<file path="src/rtl/i2s_pkg.sv">
// i2s_pkg: shared I2S constants and receive-FSM state type.
package i2s_pkg;
    localparam int DATA_W_DEF   = 16;
    localparam int MAX_BITS_DEF = 32;
    typedef enum logic [1:0] {SYNC, LEFT, RIGHT} state_t;
endpackage

</file>
<file path="src/rtl/i2s_rx_in_sync.sv">
// i2s_in_sync: 2-FF synchronizer with registered rising-edge detect.
module i2s_in_sync (
    input  logic clk_50MHz,
    input  logic reset,
    input  logic pin,
    output logic level,
    output logic rise
);
    logic r_m, r_s, r_p, r_rise;
    // level is taken one flop later so it lines up with the registered rise
    always_ff @(posedge clk_50MHz) begin
        if (reset) begin
            {r_m, r_s, r_p, r_rise} <= '0;
        end else begin
            r_m    <= pin;
            r_s    <= r_m;
            r_p    <= r_s;
            r_rise <= r_s & ~r_p;
        end
    end
    assign level = r_p;
    assign rise  = r_rise;
endmodule

</file>
<file path="src/rtl/i2s_rx.sv">
// i2s_rx: I2S receiver producing paired left/right samples in the clk_50MHz domain.
module i2s_rx
    import i2s_pkg::*;
#(
    parameter int DATA_W   = DATA_W_DEF,
    parameter int MAX_BITS = MAX_BITS_DEF
) (
    input  logic              clk_50MHz,
    input  logic              reset,
    input  logic              adc_SCLK,
    input  logic              adc_LRCK,
    input  logic              adc_SDOUT,
    output logic [DATA_W-1:0] L_data,
    output logic [DATA_W-1:0] R_data,
    output logic              sample_valid,
    output logic              frame_err
);
    localparam int            CW   = $clog2(MAX_BITS + 1);
    localparam logic [CW-1:0] DW_C = CW'(DATA_W);
    localparam logic [CW-1:0] MB_C = CW'(MAX_BITS);

    logic w_sclk_rise, w_sclk_lvl, w_lr, w_lr_rise, w_sd, w_sd_rise, w_unused;
    logic w_trans, w_full, w_valid, w_err;
    logic r_hold_v, r_prev_lr, r_primed, r_valid, r_err;
    logic [CW-1:0] r_cnt, w_cnt_inc;
    logic [DATA_W-1:0] r_shift, w_shift_inc, r_hold, r_l, r_r;
    state_t r_state, w_next;

    i2s_in_sync u_sclk (.clk_50MHz(clk_50MHz), .reset(reset), .pin(adc_SCLK), .level(w_sclk_lvl), .rise(w_sclk_rise));
    i2s_in_sync u_lrck (.clk_50MHz(clk_50MHz), .reset(reset), .pin(adc_LRCK), .level(w_lr), .rise(w_lr_rise));
    i2s_in_sync u_sdo  (.clk_50MHz(clk_50MHz), .reset(reset), .pin(adc_SDOUT), .level(w_sd), .rise(w_sd_rise));
    assign w_unused = ^{w_sclk_lvl, w_lr_rise, w_sd_rise};

    // the bit sampled on an LRCK change closes the previous word
    always_comb begin
        w_trans     = w_sclk_rise & r_primed & (w_lr != r_prev_lr);
        w_cnt_inc   = (r_cnt == MB_C) ? r_cnt : r_cnt + 1'b1;
        w_shift_inc = (r_cnt < DW_C) ? {r_shift[DATA_W-2:0], w_sd} : r_shift;
        w_full      = w_cnt_inc >= DW_C;
        w_next      = w_trans ? (w_lr ? RIGHT : LEFT) : r_state;
        w_err       = w_trans & (r_state != SYNC) & ~w_full;
        w_valid     = w_trans & (r_state == RIGHT) & w_full & r_hold_v;
    end

    always_ff @(posedge clk_50MHz) begin
        if (reset) r_state <= SYNC;
        else       r_state <= w_next;
    end

    always_ff @(posedge clk_50MHz) begin
        if (reset) begin
            r_cnt     <= '0;
            r_shift   <= '0;
            r_hold    <= '0;
            r_hold_v  <= 1'b0;
            r_prev_lr <= 1'b0;
            r_primed  <= 1'b0;
            r_l       <= '0;
            r_r       <= '0;
            r_valid   <= 1'b0;
            r_err     <= 1'b0;
        end else begin
            r_valid <= w_valid;
            r_err   <= w_err;
            if (w_sclk_rise) begin
                r_primed  <= 1'b1;
                r_prev_lr <= w_lr;
                r_cnt     <= w_trans ? '0 : w_cnt_inc;
                r_shift   <= w_trans ? '0 : w_shift_inc;
            end
            if (w_trans && r_state == LEFT && w_full) r_hold <= w_shift_inc;
            if (w_trans && r_state != SYNC) r_hold_v <= (r_state == LEFT) & w_full;
            if (w_valid) begin
                r_l <= r_hold;
                r_r <= w_shift_inc;
            end
        end
    end

    assign L_data       = r_l;
    assign R_data       = r_r;
    assign sample_valid = r_valid;
    assign frame_err    = r_err;
endmodule

</file>
<file path="config.mk">
export PLATFORM = sky130hd
export DESIGN_NAME = i2s_rx
export DESIGN_NICKNAME = d
export VERILOG_FILES = /design/src/rtl/i2s_pkg.sv /design/src/rtl/i2s_rx_in_sync.sv /design/src/rtl/i2s_rx.sv
export SDC_FILE = /design/constraint.sdc
export NUM_CORES = 1
export LEC_CHECK = 0
export BUFFER_PORTS_ARGS = -buffer_cell sky130_fd_sc_hd__buf_4
export CAP_MARGIN = 20
export CORE_ASPECT_RATIO = 1.1
export CORE_MARGIN = 5
export CORE_UTILIZATION = 55
export DETAILED_ROUTE_END_ITERATION = 8
export PLACE_DENSITY = 0.8
export REMOVE_ABC_BUFFERS = 1
export SYNTH_ARGS = -nofsm -noshare
export SYNTH_HDL_FRONTEND = slang
export SYNTH_SLANG_ARGS = --single-unit
</file>
<file path="constraint.sdc">
create_clock -name clk_50MHz -period 2.63 [get_ports clk_50MHz]
set_input_delay 0.1315 -clock clk_50MHz [delete_from_list [all_inputs] [get_ports clk_50MHz]]
set_output_delay 0.1315 -clock clk_50MHz [all_outputs]
set_load 0.01 [all_outputs]
</file>
Word level (Yosys, flattened, before mapping)
Cells that the tools add are included.
{"block": "word_totals", "reg_bits": 87, "latchBits": 0, "ramBits": 0, "rom_bits": 0, "in_bits": 5, "output_inout_bits": 34, "word_cells": 48, "mem_count": 0}
{"block": "classes", "add_sub_neg": 1, "multipliers": 0, "div": 0, "order_cmp": 2, "eq_ne": 4, "shifts": 0, "n_mux": 5, "bitwise": 11, "reduce_logical": 4}
{"op": "$mux 16", "count": 2}
{"op": "$mux 6", "count": 2}
{"op": "$and 1x1->1", "count": 9}
{"op": "$add 6x1->6 const B", "count": 1}
{"op": "$eq 6x6->1 const B", "count": 1}
{"op": "$ge 6x5->1 const B", "count": 1}
{"op": "$lt 6x5->1 const B", "count": 1}
{"op": "$logic_and 1x1->1", "count": 3}
{"op": "$eq 2x1->1 const B", "count": 1}
{"op": "$eq 2x2->1 const B", "count": 1}
{"op": "$mux 2", "count": 1}
{"op": "$not 1->1", "count": 2}
{"op": "$reduce_bool 2->1", "count": 1}
{"op": "$ne 1x1->1", "count": 1}

Logic depth before layout (Yosys ltp)
{"block": "logic_depth", "ltp_word": 5, "mapped_depth": 7, "depth_no_buf": 6}

By module
Synthesis repeated with hierarchy kept, for this count alone.
{"block": "hier_totals", "hier_cells": 352, "area_unflattened_um2": 3593.4}
{"module": "i2s_rx", "n_inst": 1, "cells_per_inst": 328, "area_each_um2": 3259.4, "seq_area_each_um2": 1541.5}
{"module": "i2s_in_sync", "n_inst": 3, "cells_per_inst": 8, "area_each_um2": 111.4, "seq_area_each_um2": 80.1}

Worst setup path before layout
OpenSTA, ideal clock, no wires.
{"block": "synth_timing", "kind": "register -> register", "start": "register r_cnt[0]", "end": "register r_hold[10]", "setup_ps": 72, "arrival_time_ps": 1776, "t_required_ps": 2558, "path_slack_ps": 782, "stages_incl_launch_ff": 8, "path_buffers": 2, "synth_period_minus_slack_ps": 1848, "cell_sequence": "dfxtp_1 -> ha_1 -> nand3_2 -> or4_4 -> o211ai_2 -> buf_6 -> buf_12 -> mux2i_1"}
{"block": "synth_via", "elab_chain_cells": 4, "elab_cells_between_ends": 7, "classes_between": "add/sub: 1; order compare: 2; eq/ne: 1; mux: 2; reduce/logical: 1"}
{"element": "start: declaration", "line": "i2s_rx.sv:25", "source": "logic [CW-1:0] r_cnt, w_cnt_inc;"}
{"element": "start signal: assignment", "line": "i2s_rx.sv:68", "source": "r_cnt <= w_trans ? '0 : w_cnt_inc;"}
{"element": "$add 6x1->6 / $eq 6x6->1 (equally long branches)", "line": "i2s_rx.sv:37", "source": "w_cnt_inc = (r_cnt == MB_C) ? r_cnt : r_cnt + 1'b1;"}
{"element": "$mux 6", "line": "i2s_rx.sv:37"}
{"element": "$ge 6x5->1", "line": "i2s_rx.sv:39", "source": "w_full = w_cnt_inc >= DW_C;"}
{"element": "$logic_and 1x1->1", "line": "i2s_rx.sv:71", "source": "if (w_trans && r_state == LEFT && w_full) r_hold <= w_shift_inc;"}
{"element": "end signal: assignment", "line": "i2s_rx.sv:71"}
{"element": "end: declaration", "line": "i2s_rx.sv:26", "source": "logic [DATA_W-1:0] r_shift, w_shift_inc, r_hold, r_l, r_r;"}
Several ways; a longest one is shown, not always the timed one.
A chain may end at the register's enable or synchronous reset.

Final worst setup path
{"block": "layout_timing", "start": "register r_cnt[4]", "end": "register r_r[10] (netlist: R_data[10])"}
{"block": "layout_via", "elab_chain_cells": 5, "elab_cells_between_ends": 8, "classes_between": "add/sub: 1; order compare: 2; eq/ne: 1; mux: 2; bitwise: 2"}
{"element": "$add 6x1->6 / $eq 6x6->1 (equally long branches)", "line": "i2s_rx.sv:37"}
{"element": "$mux 6", "line": "i2s_rx.sv:37"}
{"element": "$ge 6x5->1", "line": "i2s_rx.sv:39"}
{"element": "$and 1x1->1 (2 in series)", "line": "i2s_rx.sv:42", "source": "w_valid = w_trans & (r_state == RIGHT) & w_full & r_hold_v;"}
{"element": "end signal: assignment", "line": "i2s_rx.sv:75", "source": "r_r <= w_shift_inc;"}
{"element": "end: declaration", "line": "i2s_rx.sv:26"}
Several ways; a longest one is shown, not always the timed one.

==> summary.md <==
| Metric | Value |
|---|---|
| Area Growth Syn to Fin | 15.7% |
| Maximum VDD drop | 0.367 mV |
| Max clock buf depth | 2 |
| Area of the multi-input gates | 1790 sq um |
| Clk_lat worst skew | 0.36 ns |
| P_leak | 1.82 nW |
| Net switching power | 0.524 mW |
| CTS sink count | 87 |
| Worst Path Arrival | 2.60 ns |
| TritonCTS clock tree | built |
| DR vias | 2,744 |
| H-tree depth | 3 |
| Number of global-route vias before repair | 2,658 |
| Drt pass-1 iters | 4 |
| Max-Cap Viols | 0 |
| Largest net degree at the start of global routing | 64 |
| Clock slew at reported path FFs | 0.08 ns |
| Sw frac | 0.216 |
| GPL Wtd Cong | 0.832 |
| Drt wl/cell | 13.8 um |
| RSZ-0062 raised after global routing | no |
| Startpoint Class | register |
| Root Buffer | clkbuf_8 |
| Area leader, netlist | dfxtp_1 |
| Share of post-route cells with drive strength above 1 | 0.173 |
| # IOs | 39 |
| First-pass GRT wire length | 11,900 um |
| Final wirelength | 7020 um |
| HPWL after detailed placement | 4520 um |
| Final Skew | 0.00879 ns |
| Post-synthesis area per instance | 9.63 sq um |
| Worst setup margin | 0.318 ns |
| Max frequency | 432 MHz |
| CTS Buf Count | 9 |
| Number of fill cells | 568 |
| GRT overflow | 0 |
| CP required | 2.91 ns |
| Max Slew Vio Count | 0 |
| Flops & latches, synth | 87 |
| Die area | 8510 sq um |
| Starting density of the core | 0.564 |
| Hold Violations, Final | 0 |
| Cell internal pwr | 1.90 mW |
| Worst Hold Class | in -> reg |
| CORE AREA | 6590 sq um |
| Synth top area cells | dfxtp_1, mux2i_1, nand2b_1, o21ai_0, nand2_1 |
| Ant. Diodes | 0 |
| Register area share after synthesis | 0.468 |
| Yosys top cell area share | 0.468 |
| Yosys cell types | 39 |
| DR vias/cell | 5.39 |
| Final Critical Period | 2.31 ns |
| Sequential Power Share | 0.550 |
| Antenna violations before repair | 0 |
| CP max FO | 17 |
| Combinational power share | 0.026 |
| Reg area | 1740 sq um |
| DP Worst Slack | 0.364 ns |
| CP Class | reg -> reg |
| Ys Warns | 0 |
| PwrDens | 562 nW/um^2 |
| # port buffers | 38 |
| Post-layout nets | 429 |
| DRT iter0 DRCs | 199 |
| Min Hold Slack | 0.186 ns |
| Synthesized area | 3720 sq um |
| Critical register-to-register path startpoint | r_cnt[4] |
| Reg-to-Reg End | R_data[10] |
| Setup_tns | 0 ns |
| Critical Path Sink Type | register |
| DRC viols | 0 |
| Post-cts sizing count | 0 |
| Final setup vio count | 0 |
| WHS Path Cells | 2 |
| Part of the power in the clock network | 0.424 |
| Post-synthesis cell count | 386 |
| Total GRT Usage | 0.180 |
| R2r worst-path depth | 5 |
| Worst Tran Pin Value | 0.870 ns |
| Relative slew slack | 0.417 |
| Hold endpoint | r_state[0] |
| R2R Setup Slk | 0.32 ns |
| HP Start | reset |
| Core Rows | 31 |
| Die X | 88.4 um |
| Antenna viol nets, final | 0 |
| Status | finished, final reports clean |
| Die Ht | 96.2 um |
| Fin crit share | 0.879 |
[metrics by stage]
stage,power [mW],cells,util,instance area (sq um)
after floorplan,1.39,358,-,3550
after detailed placement,1.42,489,0.614,4050
after global placement,1.42,489,0.614,4050
after CTS,2.45,508,0.652,4300
final,2.42,509,0.653,4300
after global routing,2.51,509,0.653,4300
[cells in the final DEF, fill, tap and decap left out, types with 2 or more instances in the layout]
cell and n:
clkinvlp_4 2, bufinv_16 2, clkbuf_8 9, a31oi_1 3
buf_12 2, o21a_1 2, buf_4 48, nand2b_1 48
nand3_1 2, nand4_1 3, nand2_1 42, mux2i_1 51
nor3_1 4, nor2_1 10, o21ai_0 34, inv_1 4
xnor2_1 3, inv_6 2, a21o_1 16, dlygate4sd3_1 3
dfxtp_1 87, a21oi_1 20, nor2b_1 10, or4_1 2
ha_1 2
[how the worst max path moves through the flow]
| stage | endpoint | from | slack [ns] | cells past startpoint |
|---|---|---|---|---|
| floorplan | L_data[0] | r_cnt[4] | 0.40 | 4 |
| global placement | r_hold[0] | r_cnt[0] | 0.49 | 6 |
| detailed placement | r_hold[1] | r_cnt[0] | 0.36 | 6 |
| CTS | r_hold[1] | r_cnt[0] | 0.36 | 6 |
| global route | R_data[10] | r_cnt[0] | 0.21 | 6 |
| finish | R_data[10] | r_cnt[4] | 0.32 | 5 |
[cells in the mapped netlist, drive strengths merged]
master	count
a2111oi	1
a21bo	1
a21boi	1
a21o	16
a21oi	20
a31oi	3
buf	10
clkbuf	18
dfxtp	87
ha	2
inv	4
mux2i	51
nand2	42
nand2b	48
nand3	3
nand3b	1
nand4	3
nor2	10
nor2b	10
nor3	4
nor4	1
nor4b	1
o2111ai	1
o211ai	3
o21a	2
o21ai	34
o31ai	1
o41a	1
or4	3
xnor2	3
xor2	1
[power groups by stage]
stage	logic, mW	registers [mW]	clock network [mW]
final	0.0620	1.33	1.03
after global routing	0.0693	1.33	1.11
after CTS	0.0622	1.33	1.06
after detailed placement	0.0589	1.36	0
after global placement	0.0583	1.36	0
after floorplan	0.0265	1.36	0
[sequential cells by signal, indices dropped and copies added (netlist names), 2 cells and up]
register / count
R_data: 16
r_shift: 16
r_state: 2
L_data: 16
r_cnt: 6
r_hold: 16
[kinds of logic after synthesis]
| group | share of synthesized area |
|---|---|
| buf+inv | 0.0491 |
| mux | 0.137 |
| simple gates | 0.182 |
| compound gates | 0.145 |
| fa+ha+maj | 0.00673 |
| flops | 0.468 |
| xor+xnor | 0.0114 |
[timing repair]
| action | CTS | global route |
|---|---|---|
| hold buffers | 3 | 0 |
| endpoints found under the hold margin | 3 | 0 |
| setup buffers | 0 | 0 |
[metal layers]
metal,vias to the layer above,wire length [um],GRT usage,share of wire
met4,0,238,0.116,0.034
met5,-,0,0,0
met2,60,3340,0.285,0.47
met3,17,324,0.0325,0.046
met1,1278,3130,0.223,0.44
li1,1389,-,-,-
[critical path: stages, from the launching register on]
cell,delay [ns]
dfxtp_1,0.50
a21boi_0,0.34
mux2i_1,0.21
o211ai_4,0.73
buf_12,0.26
mux2i_1,0.21
[final cells by class]
type                    count  area share
multi-input cells         267       0.417
inverters                   4     0.00349
clock inverters             6      0.0215
clock buffers              10      0.0297
flip-flops and latches     87       0.405
well taps                  82      0.0238
repair buffers             53       0.100
No activity file was read; power rests on OpenSTA's default activity.
